==> config.mk <==
export PLATFORM = sky130hd
export DESIGN_NAME = cabac_de_intra_luma_mode_flat
export DESIGN_NICKNAME = d
export VERILOG_FILES = /design/src/rtl/cabac_de_intra_luma_mode_if.sv /design/src/rtl/cabac_de_intra_luma_mode.sv /design/src/flat_wrapper.sv
export SDC_FILE = /design/constraint.sdc
export NUM_CORES = 1
export LEC_CHECK = 0
export CAP_MARGIN = 20
export CELL_PAD_IN_SITES_DETAIL_PLACEMENT = 1
export CELL_PAD_IN_SITES_GLOBAL_PLACEMENT = 1
export CORE_UTILIZATION = 30
export CTS_CLUSTER_SIZE = 8
export DETAILED_ROUTE_END_ITERATION = 8
export PLACE_DENSITY_LB_ADDON = 0.1
export SYNTH_ARGS = -nofsm -noshare
export SYNTH_HDL_FRONTEND = slang
export SYNTH_SLANG_ARGS = --single-unit
==> constraint.sdc <==
create_clock -name clk -period 15.3 [get_ports clk]
set_input_delay 3.06 -clock clk [delete_from_list [all_inputs] [get_ports clk]]
set_output_delay 3.06 -clock clk [all_outputs]
set_load 0.005 [all_outputs]
==> src/rtl/cabac_de_intra_luma_mode_if.sv <==
// Syntax-element input and decoded-mode output handshakes of the intra luma
// mode decoder. The slave modport is the decoder's view of the bus.
interface cabac_de_intra_luma_mode_if #(
  parameter int MODE_W = 6
);
  logic              se_valid_i;
  logic              se_ready_o;
  logic              se_flag_i;
  logic [1:0]        se_mpm_idx_i;
  logic [4:0]        se_rem_mode_i;
  logic              mode_valid_o;
  logic              mode_ready_i;
  logic [MODE_W-1:0] mode_o;
  logic [1:0]        mode_pu_idx_o;

  modport master (
    output se_valid_i, se_flag_i, se_mpm_idx_i, se_rem_mode_i, mode_ready_i,
    input  se_ready_o, mode_valid_o, mode_o, mode_pu_idx_o
  );

  modport slave (
    input  se_valid_i, se_flag_i, se_mpm_idx_i, se_rem_mode_i, mode_ready_i,
    output se_ready_o, mode_valid_o, mode_o, mode_pu_idx_o
  );
endinterface

==> src/rtl/cabac_de_intra_luma_mode.sv <==
// Decoder-side intra luma mode reconstruction. For each PU of an intra CU
// (1 PU for 2Nx2N, 4 PUs in z-order for NxN) it takes the parsed
// prev_intra_luma_pred_flag / mpm_idx / rem_intra_luma_pred_mode, builds the
// 3-entry MPM list from left/top neighbours and emits the 0..34 luma mode.
// Later NxN PUs take earlier PUs' decoded modes as neighbours.
module cabac_de_intra_luma_mode #(
  parameter int MODE_W = 6
) (
  input  logic                          clk,
  input  logic                          rst,
  input  logic                          start_i,
  input  logic                          part_nxn_i,
  input  logic [MODE_W-1:0]             left_mode_0_i,
  input  logic [MODE_W-1:0]             left_mode_1_i,
  input  logic [MODE_W-1:0]             top_mode_0_i,
  input  logic [MODE_W-1:0]             top_mode_1_i,
  cabac_de_intra_luma_mode_if.slave     io,
  output logic                          busy_o,
  output logic                          done_o
);

  typedef enum logic [1:0] {
    IDLE   = 2'd0,
    SE     = 2'd1,
    DERIVE = 2'd2,
    OUT    = 2'd3
  } state_t;

  localparam logic [MODE_W-1:0] MODE_PLANAR = MODE_W'(0);
  localparam logic [MODE_W-1:0] MODE_DC     = MODE_W'(1);
  localparam logic [MODE_W-1:0] MODE_VER    = MODE_W'(26);

  state_t            state, state_nxt;

  logic              part_nxn_q;
  logic [MODE_W-1:0] left_q0, left_q1, top_q0, top_q1;
  logic [1:0]        pu_idx;
  logic              flag_q;
  logic [1:0]        mpm_q;
  logic [4:0]        rem_q;
  logic [MODE_W-1:0] pu_mode [0:3];
  logic [MODE_W-1:0] mode_q;
  logic              done_q;

  logic              se_hs, mode_hs, last_pu;
  logic [MODE_W-1:0] nb_l, nb_t;
  logic [MODE_W-1:0] c0, c1, c2;
  logic [MODE_W-1:0] s0, s1, s2, sw;
  logic [MODE_W-1:0] mode_dec;

  assign se_hs   = (state == SE)  && io.se_valid_i;
  assign mode_hs = (state == OUT) && io.mode_ready_i;
  assign last_pu = (pu_idx == (part_nxn_q ? 2'd3 : 2'd0));

  assign io.se_ready_o    = (state == SE);
  assign io.mode_valid_o  = (state == OUT);
  assign io.mode_o        = mode_q;
  assign io.mode_pu_idx_o = pu_idx;
  assign busy_o           = (state != IDLE);
  assign done_o           = done_q;

  // State register.
  always_ff @(posedge clk) begin
    if (rst) state <= IDLE;
    else     state <= state_nxt;
  end

  // Next-state logic: IDLE -> SE -> DERIVE -> OUT -> (SE | IDLE).
  always_comb begin
    state_nxt = state;
    case (state)
      IDLE:    if (start_i) state_nxt = SE;
      SE:      if (se_hs)   state_nxt = DERIVE;
      DERIVE:               state_nxt = OUT;
      OUT:     if (mode_hs) state_nxt = last_pu ? IDLE : SE;
      default:              state_nxt = IDLE;
    endcase
  end

  // CU context, syntax-element capture, decoded-mode storage and PU sequencing.
  always_ff @(posedge clk) begin
    if (rst) begin
      part_nxn_q <= 1'b0;
      left_q0    <= MODE_DC;
      left_q1    <= MODE_DC;
      top_q0     <= MODE_DC;
      top_q1     <= MODE_DC;
      pu_idx     <= '0;
      flag_q     <= 1'b0;
      mpm_q      <= '0;
      rem_q      <= '0;
      mode_q     <= '0;
      done_q     <= 1'b0;
      for (int unsigned i = 0; i < 4; i++) pu_mode[i] <= MODE_DC;
    end else begin
      done_q <= mode_hs && last_pu;
      if (state == IDLE && start_i) begin
        part_nxn_q <= part_nxn_i;
        left_q0    <= left_mode_0_i;
        left_q1    <= left_mode_1_i;
        top_q0     <= top_mode_0_i;
        top_q1     <= top_mode_1_i;
        pu_idx     <= '0;
      end
      if (se_hs) begin
        flag_q <= io.se_flag_i;
        mpm_q  <= io.se_mpm_idx_i;
        rem_q  <= io.se_rem_mode_i;
      end
      if (state == DERIVE) begin
        mode_q          <= mode_dec;
        pu_mode[pu_idx] <= mode_dec;
      end
      if (mode_hs && !last_pu) pu_idx <= pu_idx + 2'd1;
    end
  end

  // Neighbour selection: inside an NxN CU, PUs to the right of / below an
  // earlier PU use that PU's decoded mode instead of the CU-level neighbour.
  always_comb begin
    nb_l = left_q0;
    nb_t = top_q0;
    case (pu_idx)
      2'd0: begin nb_l = left_q0;    nb_t = top_q0;     end
      2'd1: begin nb_l = pu_mode[0]; nb_t = top_q1;     end
      2'd2: begin nb_l = left_q1;    nb_t = pu_mode[0]; end
      default: begin nb_l = pu_mode[2]; nb_t = pu_mode[1]; end
    endcase
  end

  // Three-entry most-probable-mode candidate list.
  always_comb begin
    c0 = nb_l;
    c1 = nb_t;
    c2 = MODE_PLANAR;
    if (nb_l == nb_t) begin
      if (nb_l >= MODE_W'(2)) begin
        c0 = nb_l;
        c1 = ((nb_l + MODE_W'(29)) & MODE_W'(31)) + MODE_W'(2);
        c2 = ((nb_l - MODE_W'(1))  & MODE_W'(31)) + MODE_W'(2);
      end else begin
        c0 = MODE_PLANAR;
        c1 = MODE_DC;
        c2 = MODE_VER;
      end
    end else if (nb_l != '0 && nb_t != '0) begin
      c2 = MODE_PLANAR;
    end else begin
      c2 = ((nb_l + nb_t) < MODE_W'(2)) ? MODE_VER : MODE_DC;
    end
  end

  // Ascending sort of the candidates (three compare-exchange steps).
  always_comb begin
    s0 = c0;
    s1 = c1;
    s2 = c2;
    sw = '0;
    if (s0 > s1) begin sw = s0; s0 = s1; s1 = sw; end
    if (s1 > s2) begin sw = s1; s1 = s2; s2 = sw; end
    if (s0 > s1) begin sw = s0; s0 = s1; s1 = sw; end
  end

  // Mode reconstruction: MPM pick, or remaining mode stepped past each
  // sorted candidate it reaches; an out-of-range mpm_idx falls back to DC.
  always_comb begin
    mode_dec = MODE_W'(rem_q);
    if (flag_q) begin
      case (mpm_q)
        2'd0:    mode_dec = c0;
        2'd1:    mode_dec = c1;
        2'd2:    mode_dec = c2;
        default: mode_dec = MODE_DC;
      endcase
    end else begin
      if (mode_dec >= s0) mode_dec = mode_dec + MODE_W'(1);
      if (mode_dec >= s1) mode_dec = mode_dec + MODE_W'(1);
      if (mode_dec >= s2) mode_dec = mode_dec + MODE_W'(1);
    end
  end

endmodule

==> src/flat_wrapper.sv <==
// flat-port wrapper written by rule: the top's interface ports become plain ports
module cabac_de_intra_luma_mode_flat 
#(
  parameter int MODE_W = 6
)
  (clk, rst, start_i, part_nxn_i, left_mode_0_i, left_mode_1_i, top_mode_0_i, top_mode_1_i, busy_o, done_o, io_se_valid_i, io_se_flag_i, io_se_mpm_idx_i, io_se_rem_mode_i, io_mode_ready_i, io_se_ready_o, io_mode_valid_o, io_mode_o, io_mode_pu_idx_o);
  cabac_de_intra_luma_mode_if #(.MODE_W(MODE_W)) io_i ();
  input  logic clk;
  input  logic rst;
  input  logic start_i;
  input  logic part_nxn_i;
  input  logic [MODE_W-1:0] left_mode_0_i;
  input  logic [MODE_W-1:0] left_mode_1_i;
  input  logic [MODE_W-1:0] top_mode_0_i;
  input  logic [MODE_W-1:0] top_mode_1_i;
  output logic busy_o;
  output logic done_o;
  input wire logic [$bits(io_i.se_valid_i)-1:0] io_se_valid_i;
  input wire logic [$bits(io_i.se_flag_i)-1:0] io_se_flag_i;
  input wire logic [$bits(io_i.se_mpm_idx_i)-1:0] io_se_mpm_idx_i;
  input wire logic [$bits(io_i.se_rem_mode_i)-1:0] io_se_rem_mode_i;
  input wire logic [$bits(io_i.mode_ready_i)-1:0] io_mode_ready_i;
  output wire logic [$bits(io_i.se_ready_o)-1:0] io_se_ready_o;
  output wire logic [$bits(io_i.mode_valid_o)-1:0] io_mode_valid_o;
  output wire logic [$bits(io_i.mode_o)-1:0] io_mode_o;
  output wire logic [$bits(io_i.mode_pu_idx_o)-1:0] io_mode_pu_idx_o;
  assign io_i.se_valid_i = io_se_valid_i;
  assign io_i.se_flag_i = io_se_flag_i;
  assign io_i.se_mpm_idx_i = io_se_mpm_idx_i;
  assign io_i.se_rem_mode_i = io_se_rem_mode_i;
  assign io_i.mode_ready_i = io_mode_ready_i;
  assign io_se_ready_o = io_i.se_ready_o;
  assign io_mode_valid_o = io_i.mode_valid_o;
  assign io_mode_o = io_i.mode_o;
  assign io_mode_pu_idx_o = io_i.mode_pu_idx_o;
  cabac_de_intra_luma_mode #(.MODE_W(MODE_W)) u_core (.clk(clk), .rst(rst), .start_i(start_i), .part_nxn_i(part_nxn_i), .left_mode_0_i(left_mode_0_i), .left_mode_1_i(left_mode_1_i), .top_mode_0_i(top_mode_0_i), .top_mode_1_i(top_mode_1_i), .io(io_i), .busy_o(busy_o), .done_o(done_o));
endmodule
-- Word level (Yosys, flattened, before mapping)
Memories as Yosys holds them, arrays and structs flattened.
Cells that the tools add are included.
- add/subtract/negate cells: 9
- order comparisons: 8
- equal/unequal tests: 12
- reduce and logical (&&, ||, !) cells: 16
- muxes and demuxes: 39
- operator list (kind ; count):
    6-bit 2-to-1 mux ; 20
    6-bit one-hot mux with 3 select lines ; 3
    6-bit greater-than comparator ; 3
    2-bit 2-to-1 mux ; 7
    5-bit by 2-bit adder with 6-bit output, second input constant ; 2
    6-bit by 1-bit adder with 6-bit output, second input constant ; 2
    6-bit greater-or-equal comparator ; 2
    6-bit nonzero test ; 2
    2-bit equality test, second input constant ; 4
    2-bit one-hot mux with 4 select lines ; 1
    1-bit 2-to-1 mux ; 7
    5-bit by 1-bit adder with 6-bit output, second input constant ; 1
    6-bit adder ; 1
    2-bit by 1-bit equality test with 1-bit output, second input constant ; 3
    6-bit equality test ; 1
    5-bit by 6-bit greater-or-equal comparator with 1-bit output ; 1
    6-bit by 2-bit greater-or-equal comparator with 1-bit output, second input constant ; 1
    1-bit logical AND ; 6
    2-bit logical NOT ; 3
    6-bit by 2-bit < comparator with 1-bit output, second input constant ; 1
    6-bit OR reduction ; 1
    5-bit adder, second input constant ; 1
    5-bit 2-to-1 mux ; 1
    5-bit by 1-bit subtractor with 5-bit output, second input constant ; 1
    other kinds (7) ; 9
- memory bits (writable): 24
- word-level logic and storage cells: 97
- register bits after elaboration: 44
- bits of input ports: 38
- memories kept: 1
- memories (memory ; depth ; bits a word ; rd ports ; clocked after Yosys merged registers in ; wr ports ; RTL line ; text):
    u_core.pu_mode ; 4 ; 6 ; 3 ; 0 ; 4 ; cabac_de_intra_luma_mode.sv:41 ; logic [MODE_W-1:0] pu_mode [0:3];

-- Logic depth before layout (Yosys ltp)
- depth after elaboration: 22
- mapped depth: 70
- mapped depth without buffers: 64

-- Least setup slack after synthesis
No wires, ideal clock.
- kind: flip-flop to flip-flop
- start point: register u_core.pu_idx[0], in the netlist u_core.io.mode_pu_idx_o[0]
- end point: memory u_core.pu_mode[0][4], data pin
- slack: 1.553 ns
- setup time: 0.266 ns
- period minus slack after synthesis: 13.747 ns
- data arrival time: 13.481 ns
- cell stages (with the launch flop): 67
- data required time: 15.034 ns
- cell sequence: dfxtp_1 inv_1 ha_1 buf_2 a222oi_1 mux2_2 inv_1 ha_1 nor4_1 nor2b_1 and3_1 buf_2 clkbuf_1 a22oi_1 ha_1 a21oi_1 a21boi_1 o32ai_1 [... 31 more ...] a21o_1 a21o_1 a21o_1 a21o_1 clkbuf_1 xnor2_1 ha_1 nand2b_1 a21o_1 a21oi_1 nor2b_1 o21ai_0 nand2b_1 a21oi_1 nand2b_1 o211ai_1 o22ai_2 a211oi_1
- RTL lines (what ; RTL line ; text):
    from (decl) ; cabac_de_intra_luma_mode.sv:37 ; logic [1:0] pu_idx;
    from (signal assigned) ; cabac_de_intra_luma_mode.sv:114 ; if (mode_hs && !last_pu) pu_idx <= pu_idx + 2'd1;
    to (decl) ; cabac_de_intra_luma_mode.sv:41 ;

==> results_dict.tcl <==
set metrics [dict create \
    ys_seq_elements 62 \
    cp_num_buf_inv 6 \
    drc 4 \
    wl_microns 18600 \
    htree_levels 3 \
    overflow 0 \
    regToRegStartpoint "u_core.io.mode_pu_idx_o[0]" \
    io_pins 50 \
    antenna_cells 0 \
    syn2layout_area_growth_pct 18.9 \
    startpoint_type "flop" \
    die_w_microns 139 \
    post-synth-top-count-cell "nand2_1" \
    drive_gt1_share_pct 9.72 \
    outcome "finished with violations" \
    synthFlopType "dfxtp_1" \
    drt_pass1_iterations 7 \
    insertion_delay_ns 0.33 \
    netlist_instances 712 \
    netlist_area_sq_um 5610 \
    cts.sinks 62 \
    coreArea_sq_um 18100 \
    clock_path_buffers 2 \
    yosys-top-cells-count "nand2_1 (104), a21oi_1 (77), ha_1 (56)" \
    grt_pass1_vias 5521 \
    async_flop_share_pct 0 \
    finalCritPeriodShare_pct 93.6 \
    synth_cell_types 86 \
    cp.required_ns 15.36 \
    drv_slew 0 \
    synth_seq_area_share_pct 25.4 \
    synth_area_per_cell_sq_um 7.87 \
    yosysTopAreaCellShare_pct 15.7 \
    max_stage_delay_ns 0.60 \
    grtUsageTotal_pct 19.6 \
    wl_per_cell_microns 19.0 \
    final-setup-viol-count 0 \
    antenna_found_initial 0 \
    die_h_microns 139 \
    synth_top_area_cell "dfxtp_1" \
    grt_start_max_net_pins 44 \
    worst_pin_slew_ns 1.05 \
    cap_violations 0 \
    cp-startpoint "u_core.io.mode_pu_idx_o[0]" \
    cts-root-buf "clkbuf_16" \
    drt-vias-per-instance 5.44 \
    cp_max_fo 24 \
    critical_path.top_delay_family "compound AO/OA/AOI/OAI gates" \
    violations "DRC" \
    initial_utilization_pct 30.9 \
    fin_setup_tns_ns 0 \
    period_needed_ns 14.32 \
    synth_nets 807 \
    min_from "u_core.left_q0[4]" \
    yosys_warnings 0 \
    gp_congestion 0.880 \
    std_cell_rows 49 \
    crit_top_cell "a21o_1" \
    vias 5332 \
    worstSetupPathType "flop to flop" \
    cts_buffers 9 \
    cts_tree "done" \
    max_freq_mhz 69.8 \
    rsz0062_at_grt "false" \
    dpl.hpwl_microns 15000 \
    clk_pin_slew_ns 0.06 \
    yosys-top-cells-area "dfxtp_1 (16%), ha_1 (13%), edfxtp_1 (9.6%)" \
    critPathCaptureType "flop" \
    max-slew-margin-rel_pct 29.4 \
    drtAntennaViolNets 0 \
    drtIter0Drc 291 \
    finalHoldViolations 0 \
    synth-edff-count 18 \
    grt_pass1_wl_microns 29900 \
    clock_skew_ns 0.00493 \
    nets 841 \
    cpMaxStageDelayCell "a222oi_1" \
    port_buffers 49 \
    reg2reg_slack_ns 0.98 \
    die_area_sq_um 19200 \
    hold_class "flop to flop" \
    cp.arrival_ns 14.38 \
]
area by class of cell:
type | instances | area [sq um]
Fill cell | 2185 | 11500
Multi-Input combinational cell | 561 | 3880
Sequential cell | 62 | 1420
Timing Repair Buffer | 59 | 566
Tap cell | 229 | 287
Clock buffer | 11 | 275
Inverter | 53 | 203
Clock inverter | 5 | 35.0
layout by cell type, fill, tap and decap left out, drive strengths merged, types with 7 or more instances in the layout:
master,count
nand3,32
a222oi,11
nor2,53
mux2,10
o21ai,16
xnor2,15
nand2,104
a21o,15
nor3,9
inv,54
ha,56
a211oi,10
edfxtp,18
xor2,7
dfxtp,44
clkdlybuf4s50,49
clkbuf,11
a21oi,77
buf,10
nor3b,8
mux2i,19
nand2b,15
path summary, 6_finish.rpt:
kind | to | depth (start not counted)
setup / recovery | u_core.pu_mode[0][4] | 62
hold / removal | u_core.left_q0[4] | 2
setup reg to reg | u_core.pu_mode[0][4] | 62
hold reg to reg | u_core.left_q0[4] | 2
repair_timing:
| action | in CTS | in global routing |
|---|---|---|
| hold buffers | 0 | 0 |
| setup buffers | 0 | 3 |
| endpoints found under the setup margin | 0 | 24 |
| resized for setup | 0 | 12 |
logic make-up (layout without fill, tap and decap cells):
group	after synthesis	count (layout)	synth area share, %
AO/OA/AOI/OAI	193	193	23.8
flip-flops	62	62	25.4
AND/OR/NAND/NOR	260	260	21.8
multiplexers	29	29	5.92
XOR/XNOR	22	22	3.91
adder cells (fa/ha/maj)	57	57	12.9
buffers and inverters	89	128	6.36
routing by layer:
metal	global-route usage, %	up-vias	share of wire (%)
met3	3.07	22	3.3
met2	34.0	91	49
met5	0	-	0
met4	4.56	0	1.8
li1	-	2628	-
met1	25.5	2591	46
per-stage QoR:
stage                     instance area, sq um  util (%)  instances  worst slack [ns]  hold slack, ns
after CTS                                 6600      36.3        977             0.285           0.463
after global routing                      6670      36.7        980            0.0212           0.482
after floorplan                           5610         -        712              1.55           0.436
final                                     6670      36.7        980             0.981           0.460
after detailed placement                  6280      34.6        961             0.312           0.454
after global placement                    6280      34.6        961             0.967           0.452
sequential cells by signal, summed over array words and instances, names as in the netlist:
register and cells:
u_core.top_q0 6, u_core.io.mode_o 6, u_core.left_q0 6, u_core.mpm_q 2, u_core.flag_q 1, u_core.done_o 1, u_core.io.mode_pu_idx_o 2, u_core.rem_q 5
u_core.state 2, u_core.part_nxn_q 1, u_core.pu_mode 18, u_core.left_q1 6, u_core.top_q1 6
tightest hold or removal path: stages, from the launching register on:
cell,delay [ns]
dfxtp_1,0.31
nand2_1,0.05
a21oi_1,0.05
Power is left out: the tool's default activity adds up to more than one toggle a clock period on the data nets, which glitch-free logic cannot reach.
